--- src/rtl/addsub_serial_if.sv ---
// addsub_serial handshake bundle
// operand request side and result/flag side
interface addsub_serial_if #(
  parameter int WIDTH = 4
);

  logic             in_valid;
  logic             in_ready;
  logic [1:0]       op;
  logic [WIDTH-1:0] a;
  logic [WIDTH-1:0] b;
  logic             out_valid;
  logic             out_ready;
  logic [WIDTH-1:0] result;
  logic             carry;
  logic             overflow;
  logic             zero;

  modport master (
    output in_valid,
    output op,
    output a,
    output b,
    output out_ready,
    input  in_ready,
    input  out_valid,
    input  result,
    input  carry,
    input  overflow,
    input  zero
  );

  modport slave (
    input  in_valid,
    input  op,
    input  a,
    input  b,
    input  out_ready,
    output in_ready,
    output out_valid,
    output result,
    output carry,
    output overflow,
    output zero
  );

endinterface

--- src/rtl/addsub_serial.sv ---
// addsub_serial: bit-serial add/sub/inc/dec stage
// one result bit per clock, LSB first
module addsub_serial #(
  parameter int WIDTH = 4
) (
  input logic         clk,
  input logic         rst_n,
  addsub_serial_if.slave io
);

  localparam int CW = $clog2(WIDTH);

  typedef enum logic [1:0] {
    IDLE,
    RUN,
    DONE
  } state_t;

  state_t           state;
  state_t           state_nx;

  logic [WIDTH-1:0] ra;
  logic [WIDTH-1:0] rb;
  logic             rc;
  logic [CW-1:0]    cnt;
  logic [WIDTH-2:0] sr;

  logic [WIDTH-1:0] res_q;
  logic             carry_q;
  logic             ovf_q;
  logic             zero_q;

  logic             acc;
  logic             last;
  logic             s;
  logic             co;
  logic [WIDTH-1:0] sum_nx;
  logic [WIDTH-1:0] bsel;
  logic             csel;

  // bit-slice full adder and handshake qualifiers
  always_comb begin
    acc    = (state == IDLE) && io.in_valid;
    last   = (state == RUN) && (cnt == CW'(WIDTH - 1));
    s      = ra[0] ^ rb[0] ^ rc;
    co     = (ra[0] & rb[0]) | (ra[0] & rc) | (rb[0] & rc);
    sum_nx = {s, sr};
  end

  // opcode to B operand and initial carry
  always_comb begin
    bsel = '0;
    csel = 1'b0;
    unique case (io.op)
      2'b00: begin
        bsel = io.b;
      end
      2'b01: begin
        bsel = ~io.b;
        csel = 1'b1;
      end
      2'b10: begin
        csel = 1'b1;
      end
      2'b11: begin
        bsel = '1;
      end
      default: begin
        bsel = '0;
      end
    endcase
  end

  // state register
  always_ff @(posedge clk or negedge rst_n) begin
    if (!rst_n) begin
      state <= IDLE;
    end else begin
      state <= state_nx;
    end
  end

  // next-state logic
  always_comb begin
    state_nx = state;
    unique case (state)
      IDLE: begin
        if (io.in_valid) begin
          state_nx = RUN;
        end
      end
      RUN: begin
        if (last) begin
          state_nx = DONE;
        end
      end
      DONE: begin
        if (io.out_ready) begin
          state_nx = IDLE;
        end
      end
      default: begin
        state_nx = IDLE;
      end
    endcase
  end

  // operand shift, carry chain and result capture
  always_ff @(posedge clk or negedge rst_n) begin
    if (!rst_n) begin
      ra      <= '0;
      rb      <= '0;
      rc      <= 1'b0;
      cnt     <= '0;
      sr      <= '0;
      res_q   <= '0;
      carry_q <= 1'b0;
      ovf_q   <= 1'b0;
      zero_q  <= 1'b0;
    end else if (acc) begin
      ra  <= io.a;
      rb  <= bsel;
      rc  <= csel;
      cnt <= '0;
    end else if (state == RUN) begin
      ra  <= ra >> 1;
      rb  <= rb >> 1;
      rc  <= co;
      cnt <= cnt + CW'(1);
      sr  <= sum_nx[WIDTH-1:1];
      if (last) begin
        res_q   <= sum_nx;
        carry_q <= co;
        ovf_q   <= rc ^ co;
        zero_q  <= (sum_nx == '0);
      end
    end
  end

  assign io.in_ready  = (state == IDLE);
  assign io.out_valid = (state == DONE);
  assign io.result    = res_q;
  assign io.carry     = carry_q;
  assign io.overflow  = ovf_q;
  assign io.zero      = zero_q;

endmodule

--- src/flat_wrapper.sv ---
// flat-port wrapper written by rule: the top's interface ports become plain ports
module addsub_serial_flat 
#(
  parameter int WIDTH = 4
)
  (clk, rst_n, io_in_valid, io_op, io_a, io_b, io_out_ready, io_in_ready, io_out_valid, io_result, io_carry, io_overflow, io_zero);
  addsub_serial_if #(.WIDTH(WIDTH)) io_i ();
  input logic clk;
  input logic rst_n;
  input wire logic [$bits(io_i.in_valid)-1:0] io_in_valid;
  input wire logic [$bits(io_i.op)-1:0] io_op;
  input wire logic [$bits(io_i.a)-1:0] io_a;
  input wire logic [$bits(io_i.b)-1:0] io_b;
  input wire logic [$bits(io_i.out_ready)-1:0] io_out_ready;
  output wire logic [$bits(io_i.in_ready)-1:0] io_in_ready;
  output wire logic [$bits(io_i.out_valid)-1:0] io_out_valid;
  output wire logic [$bits(io_i.result)-1:0] io_result;
  output wire logic [$bits(io_i.carry)-1:0] io_carry;
  output wire logic [$bits(io_i.overflow)-1:0] io_overflow;
  output wire logic [$bits(io_i.zero)-1:0] io_zero;
  assign io_i.in_valid = io_in_valid;
  assign io_i.op = io_op;
  assign io_i.a = io_a;
  assign io_i.b = io_b;
  assign io_i.out_ready = io_out_ready;
  assign io_in_ready = io_i.in_ready;
  assign io_out_valid = io_i.out_valid;
  assign io_result = io_i.result;
  assign io_carry = io_i.carry;
  assign io_overflow = io_i.overflow;
  assign io_zero = io_i.zero;
  addsub_serial #(.WIDTH(WIDTH)) u_core (.clk(clk), .rst_n(rst_n), .io(io_i));
endmodule
--- config.mk ---
export PLATFORM = sky130hd
export DESIGN_NAME = addsub_serial_flat
export DESIGN_NICKNAME = d
export VERILOG_FILES = /design/src/rtl/addsub_serial_if.sv /design/src/rtl/addsub_serial.sv /design/src/flat_wrapper.sv
export SDC_FILE = /design/constraint.sdc
export NUM_CORES = 1
export LEC_CHECK = 0
export ABC_AREA = 1
export BUFFER_PORTS_ARGS = -buffer_cell sky130_fd_sc_hd__buf_2
export CORE_MARGIN = 1
export CORE_UTILIZATION = 35
export CTS_BUF_LIST = sky130_fd_sc_hd__clkbuf_4 sky130_fd_sc_hd__clkbuf_8
export CTS_CLUSTER_DIAMETER = 150
export CTS_CLUSTER_SIZE = 24
export DETAILED_ROUTE_END_ITERATION = 8
export SETUP_SLACK_MARGIN = 0.02
export SYNTH_ARGS = -nofsm -noshare
export SYNTH_HDL_FRONTEND = slang
export SYNTH_SLANG_ARGS = --single-unit
--- constraint.sdc ---
create_clock -name clk -period 1.7 [get_ports clk]
set_clock_uncertainty 0.1 [all_clocks]
set_input_delay 0.34 -clock clk [delete_from_list [all_inputs] [get_ports clk]]
set_output_delay 0.34 -clock clk [all_outputs]
set_load 0.02 [all_outputs]
=== Word level (Yosys, flattened, before mapping) ===
Index checks and enable logic that the tools add are counted.

* Bits in registers: 23
* Output and inout port bits: 9
* Logic and storage cells: 54

* Add/sub/neg operators: 1
* Eq/ne operators: 9
* Mux-type cells: 14
* Bitwise gates (word level): 10
* Reductions and logical operators: 10

{| class="wikitable"
|+ Operator list
! kind !! number
|-
| 4-bit two-way mux || 4
|-
| 4-bit case mux with 3 select lines || 1
|-
| 2-bit two-way mux || 5
|-
| 2-bit equality test, second input constant || 4
|-
| 2-bit case mux with 3 select lines || 1
|-
| 3-bit AND reduction || 2
|-
| 2-bit by 1-bit equality test with 1-bit output, second input constant || 2
|-
| 2-bit zero test || 2
|-
| 4-bit zero test || 1
|-
| 2-bit != test, second input constant || 2
|-
| 4-bit inverter || 1
|-
| 1-bit AND || 3
|-
| 1-bit two-way mux || 3
|-
| 1-bit bitwise XOR || 3
|-
| 2-bit by 1-bit adder with 2-bit output, second input constant || 1
|-
| 1-bit logical AND || 2
|-
| 2-bit by 1-bit != test with 1-bit output, second input constant || 1
|-
| 1-bit bitwise OR || 2
|-
| 2-bit AND reduction || 1
|-
| 2-bit nonzero test || 1
|-
| 2-bit OR reduction || 1
|-
| 1-bit inverter || 1
|}

=== Depth between registers and ports, before layout ===
* Word-level depth: 5
* Gate-level depth with buffers: 7

=== Worst setup path before layout ===
OpenSTA, ideal clock, no wires.

* Path kind: reg-to-reg
* From: register u_core.rc
* To: register u_core.zero_q, in the netlist u_core.io.zero
* Arrival time: 1.122 ns
* Required time: 1.474 ns
* Path slack: 0.352 ns
* Cell stages (with the launch flop): 5
* Clock period less this slack: 1.348 ns
* Path through: dfrtp_1 -> fa_1 -> inv_1 -> nand4_1 -> o21ai_0

* Longest elaborated chain between the ends: 2

{| class="wikitable"
|+ RTL lines
! what !! line !! source
|-
| start, declared || addsub_serial.sv:24 || <nowiki>logic rc;</nowiki>
|-
| start signal, assigned || addsub_serial.sv:123 || <nowiki>rc <= csel;</nowiki>
|-
| start signal, assigned || addsub_serial.sv:128 || <nowiki>rc <= co;</nowiki>
|-
| 1-bit bitwise XOR || addsub_serial.sv:45 || <nowiki>s = ra[0] ^ rb[0] ^ rc;</nowiki>
|-
| net u_core.s || addsub_serial.sv:35 || <nowiki>logic s;</nowiki>
|-
| 4-bit zero test || addsub_serial.sv:135 || <nowiki>zero_q <= (sum_nx == '0);</nowiki>
|-
| end signal, assigned || addsub_serial.sv:135 ||
|-
| end, declared || addsub_serial.sv:31 || <nowiki>logic zero_q;</nowiki>
|}

The timed path passes the listed nets, and every way through them passes these cells.
A chain may end at the register's enable or synchronous reset.

=== Worst setup path in the final report ===
* From: register u_core.state[0]
* To: output port io_in_ready

* Longest elaborated chain between the ends: 1

{| class="wikitable"
|+ RTL lines
! what !! line !! source
|-
| start, declared || addsub_serial.sv:19 || <nowiki>state_t state;</nowiki>
|-
| start signal, assigned || addsub_serial.sv:79 || <nowiki>state <= state_nx;</nowiki>
|-
| 2-bit zero test || addsub_serial.sv:140 || <nowiki>assign io.in_ready = (state == IDLE);</nowiki>
|-
| end, declared || flat_wrapper.sv:15 || <nowiki>output wire logic [$bits(io_i.in_ready)-1:0] io_in_ready;</nowiki>
|}

Every way passes these cells.

==> impl_metrics.py <==
metrics = {
    "run_status": {
        "run_status": "finished, final reports clean",
    },
    "die": {
        "die_y_um": 59.5,
        "placeableCoreArea_um2": 3100,
        "rows": 20,
        "chipWidth_um": 59.5,
        "initial_utilization_pct": 37.3,
        "boundaryPins": 23,
        "die-area_um2": 3540,
    },
    "global_route": {
        "global_route.usage.met1_pct": 17.8,
        "grt_overflow_total": 0,
        "grt_util_all_layers_pct": 13.7,
        "grt_first_pass_wirelength_um": 3630,
        "grt_util_met2_pct": 23.1,
        "global_route.peak_usage_layer": "met2",
        "grt_antenna_before_repair": 0,
        "m3_gr_usage_pct": 3.93,
        "first_global_vias": 864,
        "largest_net_degree_at_the_start_of_global_routing": 24,
    },
    "placed_design": {
        "pre_cts_ws_ps": 272,
        "detailed_place_hpwl_um": 1510,
        "place.port_buffers": 22,
        "numPlacedInstances": 195,
        "place_congestion": 0.756,
    },
    "worst_hold_path": {
        "hold-path-cell-count": 2,
        "hp-class": "in -> reg",
    },
    "clock_tree": {
        "cts.repair.resized": 0,
        "cts_htree_levels": 1,
        "clkTransAtPathRegs_ps": 140,
        "numClockSinks": 23,
        "worst_skew_pair.late_latency_ps": 320,
        "cts_inserted_buffers": 3,
        "clockBufferDepth": 2,
        "tritoncts": "built",
        "clockRootBuffer": "sky130_fd_sc_hd__clkbuf_4",
    },
    "detailed_routing": {
        "route.vias.total": 877,
        "drc": 0,
        "remaining_antenna_violation_count": 0,
        "via_per_inst": 4.39,
        "route.final.wire_length_um": 2020,
        "drt-initial-drc-count": 24,
        "drt-wirelength-per-cell_um": 10.1,
        "first_pass_iters": 4,
    },
    "sta": {
        "fmax_mhz": 653,
        "slew_headroom_pct": 65.9,
        "timing_max_transition_violations_final": 0,
        "hold_violation_total_from_the_final_report": 0,
        "number_of_failing_setup_endpoints_in_the_final_timing_report": 0,
        "fin_crit_sh_pct": 90.1,
        "period_minus_slack_ps": 1530,
        "tns_ps": 0,
        "worst_slack_ps": 168,
        "max_slew.worst_pin.slew_ps": 511,
        "rsz0062_at_grt": "no",
    },
    "setup_path": {
        "startpoint_type": "flip-flop",
        "cp.arrival_ps": 1090,
        "worstPathMaxFanout": 5,
        "worst_r2r_path_depth": 4,
        "critical_path_class": "reg -> out",
        "critical_path_capture_point_type": "primary output",
        "required_ps": 1260,
    },
    "yosys": {
        "mappedNetlistArea_um2": 1160,
        "yosys_warn_count": 0,
        "post_synth_num_cell_types": 24,
        "ys.flop_type": "sky130_fd_sc_hd__dfrtp_1",
        "synth_seq_cells": 23,
        "synth_enable_flop_cells": 0,
        "synth_fp_nets": 151,
        "syn_avg_cell_area_um2": 8.84,
        "synth.yosys.seq_area_share_pct": 49.7,
        "ys_async_sr_fraction_pct": 100,
        "netlist_instances": 131,
    },
    "layout": {
        "num-nets-final": 177,
        "fill_cells": 354,
        "layout_common_cells": "sky130_fd_sc_hd__nand2_1, sky130_fd_sc_hd__dfrtp_1, sky130_fd_sc_hd__buf_2",
        "areaGrowthSynthToFinish_pct": 16.1,
        "final_common_cell": "sky130_fd_sc_hd__nand2_1",
        "insertedDiodeCount": 0,
        "layoutNonFillerInstCount": 200,
        "drive_above_1_share_pct": 26.3,
    },
    "pwr": {
        "p_leak_nw": 0.727,
        "vdd_ir_drop_max_uv": 549,
        "powerDensity_nw_per_um2": 1620,
    },
    "job": {
        "drv_cap": 0,
    },
}
==> metrics by stage <==
step / cell area [µm²] / power, mW / util, % / hold slack [ps]
2_1_floorplan: 1160 / 1.72 / - / -55.6
3_3_place_gp: 1310 / 1.92 / 42.1 / 235
3_5_place_dp: 1310 / 1.96 / 42.1 / 242
4_1_cts: 1350 / 2.22 / 43.3 / 91.4
5_1_grt: 1350 / 2.41 / 43.3 / 67.7
6_report: 1350 / 2.18 / 43.3 / 91.4
==> power by group <==
group | switching (mW) | internal [mW] | leakage [nW] | total (mW)
Sequential | 0.141 | 0.779 | 0.292 | 0.919
Clock | 0.170 | 0.0880 | 0.0177 | 0.258
Combinational | 0.634 | 0.372 | 0.418 | 1.01
Total | 0.945 | 1.24 | 0.727 | 2.18
==> cell families after synthesis <==
family,synth area share [%]
AO/OA/AOI/OAI,12.7
XOR/XNOR,0.756
adder cells (fa/ha/maj),7.13
buffers and inverters,9.07
flip-flops,49.7
AND/OR/NAND/NOR,20.6
==> final cells by class <==
class	instances	area (µm²)	area share (%)
flip-flops and latches	23	576	42.8
inverters	21	81.3	6.05
multi-input cells	84	478	35.5
clock inverters	1	5.00	0.372
well taps	44	55.1	4.09
repair buffers	24	128	9.49
clock buffers	3	22.5	1.67
==> path summary, 6_finish.rpt <==
path,end,from,slack (ps)
worst max-delay path,io_in_ready,u_core.state[0],170
worst min-delay path,u_core.state[1],io_out_ready,90
worst max register to register,u_core.io.zero,u_core.rc,270
worst min register to register,u_core.rb[3],u_core.rb[3],390
max in group asynchronous,u_core.ra[0],rst_n,740
min in group asynchronous,u_core.io.zero,rst_n,400
==> cells in the mapped netlist (2+ instances only) <==
master	n	area share, %
sky130_fd_sc_hd__dfrtp_1	23	50
sky130_fd_sc_hd__o21ai_2	5	3.8
sky130_fd_sc_hd__inv_1	20	6.5
sky130_fd_sc_hd__ha_1	5	5.4
sky130_fd_sc_hd__nand2_2	5	2.7
sky130_fd_sc_hd__nand2_1	37	12
sky130_fd_sc_hd__o21ai_0	10	4.3
sky130_fd_sc_hd__a21oi_1	4	1.7
sky130_fd_sc_hd__o21ai_1	2	0.86
sky130_fd_sc_hd__nand3_1	6	2.6
==> sequential cells by signal, indices dropped and copies added (netlist names) <==
signal	cells
u_core.cnt	2
u_core.io.carry	1
u_core.io.overflow	1
u_core.io.result	4
u_core.io.zero	1
u_core.ra	4
u_core.rb	4
u_core.rc	1
u_core.sr	3
u_core.state	2
==> layer usage <==
| layer | vias to the layer above | share of wire, % |
|---|---|---|
| li1 | 456 | - |
| met1 | 405 | 49 |
| met2 | 16 | 47 |
| met3 | 0 | 3.8 |
| met4 | 0 | 0 |
| met5 | - | 0 |
==> worst max-delay path, stage by stage, from the launching register on <==
cell,delay (ps)
sky130_fd_sc_hd__dfrtp_1,450
sky130_fd_sc_hd__nor2_2,150
sky130_fd_sc_hd__buf_2,180
==> what timing repair did <==
action                                 4_1_cts  5_1_grt
setup endpoints to repair                    0        0
endpoints found under the hold margin       23        0
hold buffers                                 1        0
setup buffers                                0        0
No activity file was read; power rests on OpenSTA's default activity.
